`src/rtl/u2_zm_pkg.sv`:
```
// Shared types for the bit-serial U2 -> sign-magnitude converter.
package u2_zm_pkg;

    typedef enum logic [1:0] {
        IDLE = 2'd0,
        CONV = 2'd1,
        DONE = 2'd2
    } state_t;

    localparam int ST_DONE = 0;
    localparam int ST_BUSY = 1;
    localparam int ST_OVF  = 2;
    localparam int ST_NEG  = 3;

endpackage

```
`src/rtl/u2_to_zm_seq.sv`:
```
// Bit-serial two's complement to sign-magnitude converter: copies bits up to
// and including the first 1, inverts the rest, one bit per clock.
module u2_to_zm_seq
    import u2_zm_pkg::*;
#(
    parameter int M = 8,
    parameter int K = 8
) (
    input  logic         i_clk,
    input  logic         i_rst,
    input  logic         i_start,
    input  logic [M-1:0] i_arg_A,
    output logic [K-1:0] cache_result,
    output logic [3:0]   cache_status
);

    localparam int CW = (M > 2) ? $clog2(M) : 1;
    localparam logic [CW-1:0] LAST = CW'(M - 2);

    state_t         state;
    logic [M-1:0]   opnd;
    logic [M-2:0]   mag;
    logic [CW-1:0]  cnt;
    logic           seen;
    logic           neg;

    logic           x;
    logic           mbit;
    logic           seen_n;
    logic [M-2:0]   mag_n;
    logic [K-1:0]   res_n;

    // Operand shifts out LSB first; magnitude shifts in from the top so the
    // final bit lands in mag[0].
    always_comb begin
        x      = opnd[0];
        mbit   = neg ? (x ^ seen) : x;
        seen_n = seen | x;
        mag_n  = mag >> 1;
        mag_n[M-2] = mbit;
        res_n  = '0;
        res_n[M-2:0] = mag_n;
        if (neg && !seen_n) begin
            // Most-negative input: magnitude 2^(M-1) needs an extra bit.
            if (K == M) res_n = '1;
            else        res_n[M-1] = 1'b1;
        end
        res_n[K-1] = neg;
    end

    always_ff @(posedge i_clk) begin
        if (i_rst) begin
            state        <= IDLE;
            opnd         <= '0;
            mag          <= '0;
            cnt          <= '0;
            seen         <= 1'b0;
            neg          <= 1'b0;
            cache_result <= '0;
            cache_status <= '0;
        end else begin
            case (state)
                IDLE, DONE: begin
                    if (i_start) begin
                        opnd                 <= i_arg_A;
                        neg                  <= i_arg_A[M-1];
                        cnt                  <= '0;
                        seen                 <= 1'b0;
                        mag                  <= '0;
                        cache_status[ST_DONE] <= 1'b0;
                        cache_status[ST_OVF]  <= 1'b0;
                        cache_status[ST_BUSY] <= 1'b1;
                        cache_status[ST_NEG]  <= i_arg_A[M-1];
                        state                <= CONV;
                    end
                end
                CONV: begin
                    opnd <= opnd >> 1;
                    seen <= seen_n;
                    mag  <= mag_n;
                    cnt  <= cnt + 1'b1;
                    if (cnt == LAST) begin
                        state                 <= DONE;
                        cache_result          <= res_n;
                        cache_status[ST_BUSY] <= 1'b0;
                        cache_status[ST_DONE] <= 1'b1;
                        cache_status[ST_OVF]  <= (K == M) && neg && !seen_n;
                    end
                end
                default: state <= IDLE;
            endcase
        end
    end

endmodule

```
`config.mk`:
```
export PLATFORM = sky130hd
export DESIGN_NAME = u2_to_zm_seq
export DESIGN_NICKNAME = d
export VERILOG_FILES = /design/src/rtl/u2_zm_pkg.sv /design/src/rtl/u2_to_zm_seq.sv
export SDC_FILE = /design/constraint.sdc
export NUM_CORES = 1
export LEC_CHECK = 0
export CAP_MARGIN = 10
export CORE_UTILIZATION = 30
export DETAILED_ROUTE_END_ITERATION = 10
export GPL_TIMING_DRIVEN = 0
export HOLD_SLACK_MARGIN = 0.06
export PLACE_DENSITY = 0.63
export SLEW_MARGIN = 20
export SYNTH_ARGS = -nofsm -noshare
export SYNTH_HDL_FRONTEND = slang
export SYNTH_SLANG_ARGS = --single-unit
```
`constraint.sdc`:
```
create_clock -name i_clk -period 1.1 [get_ports i_clk]
set_input_delay 0.165 -clock i_clk [delete_from_list [all_inputs] [get_ports i_clk]]
set_output_delay 0.165 -clock i_clk [all_outputs]
set_load 0.02 [all_outputs]
```
==> summary.txt, run 1 <==
Number of synthesized register bits: 32
Post-synth cell types: 23
Starting Density: 32.02%
Clk_lat worst skew: 0.29 ns
Synthesized-area fraction occupied by adder cells: 2.849%
CTS Sinks: 32
H-tree Lvls: 2
Seq pwr share: 42.4%
Ys Warns: 0
Share of cells above drive strength 1: 49.50%
Total of max-cap violations: 0
Drt first pass iters: 5
Setup crit end kind: flop
DRT iter0 DRCs: 79
Syn Area/Cell: 8.286 um2
Outcome: finished, violations left
Final Critical Period: 1.203 ns
Crit start category: flop
Die width: 68.27 um
Setup TNS Final: -0.8530 ns
TritonCTS buffer count: 5
Grt ovf: 0
Final hold vios: 0
Mapped Nets: 173
Slew HR: 82.51%
Xor/xnor share of the synthesized area: 0.6648%
DP Worst Slack: -0.4193 ns
Initial antenna violation count: 0
Area share of the largest cell type after synthesis: 48.62%
Overall Power: 2936 uW
Via count: 1231
Synth-to-Final Area Change: 58.59%
Worst Path Required: 1.28 ns
Core ar.: 4115 um2
Top Ports: 23
PortBufs: 22
Mux cell area share after synthesis: 0.8547%
PD cells: 1405 nW/um2
Fin Hold WS: 0.2945 ns
# nets final: 213
Delay-heaviest family, CP: simple AND/OR/NAND/NOR gates
# diodes: 0
Avg WL per Cell: 14.06 um
Mapped Cells: 159
Clock edge transition at the registers on the reported setup and hold paths: 0.07 ns
Core Rows: 23
Area contributors post-synth: dfxtp_1 49%, nand2_1 7.4%, a21oi_1 6.5%, nor3_1 5.7%, nor2_1 4.8%
Leakage Power: 0.0008285 uW
Vias in the first global route: 1138
Biggest area consumer among synthesized cells: dfxtp_1
Largest net degree at the start of global routing: 11
Fin crit share: 109.3%
Post-DP HPWL: 2002 um
Final WL: 3515 um
Switching share of power: 24.07%
Antenna-violating nets left: 0
Critical path's slowest cell: dfxtp_2
Post-route DRC: 0
Max incr delay on CP: 0.34 ns
Die height: 68.27 um
Max clock buf depth: 2
Hold crit path type: primary input to flop
CTS tree: done
# setup viols final: 12
Achievable frequency: 0.8314 GHz
All-Layer GR Usage: 15.68%
Synth Area in Compound Gates: 11.11%
Slew Limit Fails: 0
Setup CP Type: flop to flop
Die area: 4661 um2
Root buffer cell: clkbuf_8
PnR worst setup slack: -0.1028 ns
Critical Path AT: 1.38 ns
Skew final: 0.006959 ns
Via density: 4.924
Global placement routability congestion: 0.7561
Crit path buffers/inverters: 2
Seq/Total Area, Yosys: 48.62%
Internal: 2230 uW
Combinational share of power: 14.7%
CP max FO: 5
Post-synthesis simple-gate area fraction: 28.58%
Worst Tran Pin Value: 0.2624 ns
First-pass GRT wire length: 5292 um
Hold_buf cts: 0
RSZ-0062 raised after global routing: yes
Largest family of logic cells by synthesized area: simple AND/OR/NAND/NOR gates
Switch Pwr: 706.7 uW
Peak VDD IR: 563.9 uV
Crit-path cells: inv_2 > ha_4 > and4b_2 > buf_6 > nor2_1 > nor3_2
Violated checks: setup timing
Post-Syn Area: 1318 um2
Clock power frac: 42.9%
-- sequential cells by signal, summed over array words and instances, names as in the netlist --
| signal | count |
|---|---|
| seen | 1 |
| state | 2 |
| mag | 6 |
| cnt | 3 |
| opnd | 8 |
| cache_status | 4 |
| cache_result | 8 |
-- cells by family after synthesis --
logic type / count (synthesis)
adders and majority gates: 3
AOI/OAI and AO/OA: 24
DFF: 32
xor gates and xnor gates: 1
muxes: 1
buffers and inverters: 17
and+or+nand+nor: 81
-- layout make-up --
| class | instances | area [um2] |
|---|---|---|
| fillers | 382 | 2026 |
| inverters | 3 | 11.26 |
| multi-input cells | 110 | 793.3 |
| clock inverters | 1 | 30.03 |
| plain buffers | 14 | 142.6 |
| repair buffers | 33 | 299.0 |
| clock buffers | 7 | 96.34 |
| well taps | 50 | 62.56 |
| flip-flops and latches | 32 | 654.4 |
-- final timing paths --
kind                        start               to  slack (ns)  depth (start not counted)
setup / recovery           cnt[0]  cache_result[0]       -0.10                          6
hold / removal            i_start         state[1]        0.29                          3
setup reg to reg           cnt[0]  cache_result[0]       -0.10                          6
hold reg to reg   cache_result[7]  cache_result[7]        0.46                          2
-- stage by stage --
step | std cells | cell area [um2] | utilization [%]
after floorplan | 159 | 1394 | -
after global placement | 231 | 1677 | 40.74
after detailed placement | 231 | 1677 | 40.74
after CTS | 245 | 1902 | 46.21
after global routing | 250 | 2090 | 50.78
final | 250 | 2090 | 50.78
-- routing by layer --
| layer | global-route usage, % | wire (um) |
|---|---|---|
| met2 | 24.63 | 1633 |
| met4 | 5.469 | 48 |
| met3 | 5.500 | 127 |
| met5 | 0 | 0 |
| met1 | 19.68 | 1705 |
-- power by group through the flow --
stage	logic, uW	clock network [uW]	registers (uW)
2_1_floorplan	180	0	1260
3_3_place_gp	274	0	1260
3_5_place_dp	277	0	1260
4_1_cts	324	1280	1240
5_1_grt	467	1330	1250
6_report	432	1260	1250
-- timing repair --
| action | in CTS | in global routing |
|---|---|---|
| gates resized for setup | 47 | 60 |
| setup endpoints to repair | 44 | 43 |
| gates cloned | 2 | 2 |
| endpoints found under the hold margin | 0 | 0 |
| pin swaps | 2 | 18 |
| buffers inserted | 4 | 3 |
-- tightest hold or removal path, delay by kind of cell --
family	cells	cell delay (ns)
AO/OA/AOI/OAI	1	0.05
buffers and inverters	1	0.17
AND/OR/NAND/NOR	1	0.16
-- placed cells by master (no fill, tap or decap), types with 2 or more instances in the layout --
cell	n
clkbuf_16	2
nand3_2	2
nor2_2	4
buf_6	9
nand2b_4	2
clkbuf_8	7
a21oi_2	6
nor3_1	4
inv_2	3
dfxtp_1	25
nor2_1	13
dfxtp_2	5
nand2_1	19
buf_4	9
ha_4	2
clkbuf_2	10
buf_2	3
dfxtp_4	2
nor3_2	11
clkdlybuf4s50_1	9
nand3_1	10
buf_8	3
nand2b_1	2
a21oi_1	11
nand2_2	6
a311oi_2	6
-- cells in the mapped netlist (all sizes together) --
master / instances
xor2: 1
nor2: 17
or3b: 1
and2: 1
ha: 3
buf: 11
nand2: 26
nand3: 12
nand3b: 1
mux2: 1
nor2b: 1
nor3: 15
a311oi: 7
inv: 3
a21oi: 17
and2b: 1
and4b: 1
nand2b: 4
nand4b: 1
clkbuf: 3
dfxtp: 32
(Power assumes the default switching activity.)
==> run 2, diff against run 1 <==
--- a/config.mk
+++ b/config.mk
@@ -10,7 +10,7 @@
 export DETAILED_ROUTE_END_ITERATION = 10
 export GPL_TIMING_DRIVEN = 0
 export HOLD_SLACK_MARGIN = 0.06
-export PLACE_DENSITY = 0.63
+export PLACE_DENSITY = 0.61
 export SLEW_MARGIN = 20
 export SYNTH_ARGS = -nofsm -noshare
 export SYNTH_HDL_FRONTEND = slang
==> constraint.sdc (replaced) <==
create_clock -name i_clk -period 1.13 [get_ports i_clk]
set_input_delay 0.1695 -clock i_clk [delete_from_list [all_inputs] [get_ports i_clk]]
set_output_delay 0.1695 -clock i_clk [all_outputs]
set_load 0.02 [all_outputs]
==> run 2 against run 1 <==
Net effect:
- the flow still finishes with violations (setup timing)
- flip-flop and latch count stayed put
- setup slack worse by 0.049 ns
- total power is 15% lower
- hold slack better by 0.013 ns
- largest cell class unchanged
==> summary.txt, run 2 (same netlist as run 1, synthesis figures left out) <==
Setup CP Type: flop to flop (unchanged)
Combinational share of power: 13.9% (was 14.7%)
Final WL: 3230 um (was 3515 um)
Synth-to-Final Area Change: 47.39% (was 58.59%)
PD cells: 1285 nW/um2 (was 1405 nW/um2)
Final instance area: 1942 um2 (was 2090 um2)
PortBufs: 22 (unchanged)
Achievable frequency: 0.7799 GHz (was 0.8314 GHz)
Drt first pass iters: 4 (was 5)
Fin crit share: 113.5% (was 109.3%)
Grt ovf: 0 (unchanged)
Core ar.: 4115 um2 (unchanged)
Core Rows: 23 (unchanged)
Slew Limit Fails: 0 (unchanged)
Initial antenna violation count: 0 (unchanged)
Total of max-cap violations: 0 (unchanged)
Global placement routability congestion: 0.7466 (was 0.7561)
CTS Sinks: 32 (unchanged)
WHS Path Cells: 3 (unchanged)
DRT iter0 DRCs: 57 (was 79)
PnR worst setup slack: -0.1523 ns (was -0.1028 ns)
Critical Path AT: 1.45 ns (was 1.38 ns)
Final hold vios: 0 (unchanged)
Slew HR: 82.04% (was 82.51%)
Switching share of power: 24.51% (was 24.07%)
# setup viols final: 11 (was 12)
Starting Density: 32.02% (unchanged)
Top Ports: 23 (unchanged)
Antenna-violating nets left: 0 (unchanged)
TritonCTS buffer count: 5 (unchanged)
Clk_lat worst skew: 0.28 ns (was 0.29 ns)
Worst Path Required: 1.29 ns (was 1.28 ns)
Die height: 68.27 um (unchanged)
Seq pwr share: 48.3% (was 42.4%)
CP max FO: 10 (was 5)
Biggest regs: cache_result: 8 flops, opnd: 8 flops, mag: 6 flops (unchanged)
Post-route DRC: 0 (unchanged)
Final Critical Period: 1.282 ns (was 1.203 ns)
RSZ-0062 raised after global routing: yes (unchanged)
First-pass GRT wire length: 5043 um (was 5292 um)
Switch Pwr: 611.8 uW (was 706.7 uW)
Setup crit end kind: flop (unchanged)
Root buffer cell: clkbuf_8 (unchanged)
Crit start category: flop (unchanged)
Skew final: 0.003136 ns (was 0.006959 ns)
# diodes: 0 (unchanged)
Commonest non-fill, non-tap cell in the layout: dfxtp_1 (unchanged)
Die width: 68.27 um (unchanged)
Final core occ: 47.19% (was 50.78%)
All-Layer GR Usage: 15.02% (was 15.68%)
Share of cells above drive strength 1: 36.04% (was 49.50%)
H-tree Lvls: 2 (unchanged)
Internal: 1884 uW (was 2230 uW)
Largest net degree at the start of global routing: 11 (unchanged)
Vias in the first global route: 1071 (was 1138)
Avg WL per Cell: 13.08 um (was 14.06 um)
Outcome: finished, violations left (unchanged)
Fillers: 398 (was 382)
Die area: 4661 um2 (unchanged)
Via count: 1215 (was 1231)
R2r worst-path depth: 7 (was 6)
Via density: 4.919 (was 4.924)
Worst Tran Pin Value: 0.2694 ns (was 0.2624 ns)
Leakage Power: 0.0007521 uW (was 0.0008285 uW)
Peak VDD IR: 487.3 uV (was 563.9 uV)
Clock power frac: 37.8% (was 42.9%)
CTS tree: done (unchanged)
# nets final: 211 (was 213)
Post-DP HPWL: 1961 um (was 2002 um)
Violated checks: setup timing (unchanged)
Hold_buf cts: 0 (unchanged)
Cell Area, Placed: 1658 um2 (was 1677 um2)
Clock edge transition at the registers on the reported setup and hold paths: 0.06 ns (was 0.07 ns)
Most frequent cells in the layout: 25 x dfxtp_1, 24 x nand2_1, 17 x nor2_1 (was 25 x dfxtp_1, 19 x nand2_1, 13 x nor2_1)
Hold crit path type: primary input to flop (unchanged)
Max clock buf depth: 2 (unchanged)
==> run 2: cell types whose count changed in the layout (fill, tap and decap cells not counted), moves of 4 or more <==
cell	delta
clkdlybuf4s15_1	+5
nor2_2	-4
a311oi_2	-4
nand2_2	-4
a311oi_1	+4
nor2_1	+4
nor3_2	-4
nand2_1	+5
==> run 2: power by group through the flow <==
stage,clock (uW),sequential [uW],combinational (uW)
floorplan,0,1220,173
global placement,0,1230,263
detailed placement,0,1230,266
CTS,963,1200,305
global route,1030,1210,380
finish,944,1210,347
==> run 2: layout make-up <==
class,instances,area [um2],area share (%)
inverters,3,11.26,0.5799
flip-flops and latches,32,651.9,33.57
clock buffers,7,96.34,4.961
plain buffers,14,127.6,6.572
well taps,50,62.56,3.222
repair buffers,31,266.5,13.72
multi-input cells,110,725.7,37.37
==> run 2: per-stage QoR <==
step                      worst slack (ns)  setup TNS, ns  instances  total power [uW]  hold slack, ns
after floorplan                   -0.01239       -0.01651        159              1396          0.2342
after global placement             -0.3872         -8.523        231              1491          0.4489
after detailed placement           -0.3829         -8.419        231              1493          0.4527
after CTS                          -0.1380         -1.296        243              2473          0.4621
after global routing               -0.2312         -2.466        247              2617          0.3244
final                              -0.1523         -1.124        247              2496          0.3075
==> run 2: per-layer routing <==
metal | GRT usage [%] | share of wire (%) | wire (um)
met1 | 18.46 | 48 | 1564
met2 | 23.53 | 46 | 1483
met3 | 5.500 | 4.4 | 142
met4 | 5.990 | 1.2 | 40
met5 | 0 | 0 | 0
==> run 2: final timing paths <==
kind / startpoint / endpoint / slack (ns)
setup / recovery: cnt[0] / cache_result[0] / -0.15
hold / removal: i_start / state[1] / 0.31
setup reg to reg: cnt[0] / cache_result[0] / -0.15
hold reg to reg: seen / seen / 0.48
==> run 2: worst max-delay path, stage by stage, from the launching register on <==
cell     delay [ns]
dfxtp_2        0.34
inv_2          0.05
ha_4           0.15
buf_4          0.12
and4b_1        0.17
buf_6          0.14
nor2_1         0.13
nor3_2         0.06
==> run 2: what timing repair did <==
item                                    CTS  global route
gates cloned                              1             0
endpoints found under the setup margin   36            43
endpoints found under the hold margin     0             0
resized for setup                        35            39
buffers inserted                          4             4
pin swaps                                 4             5
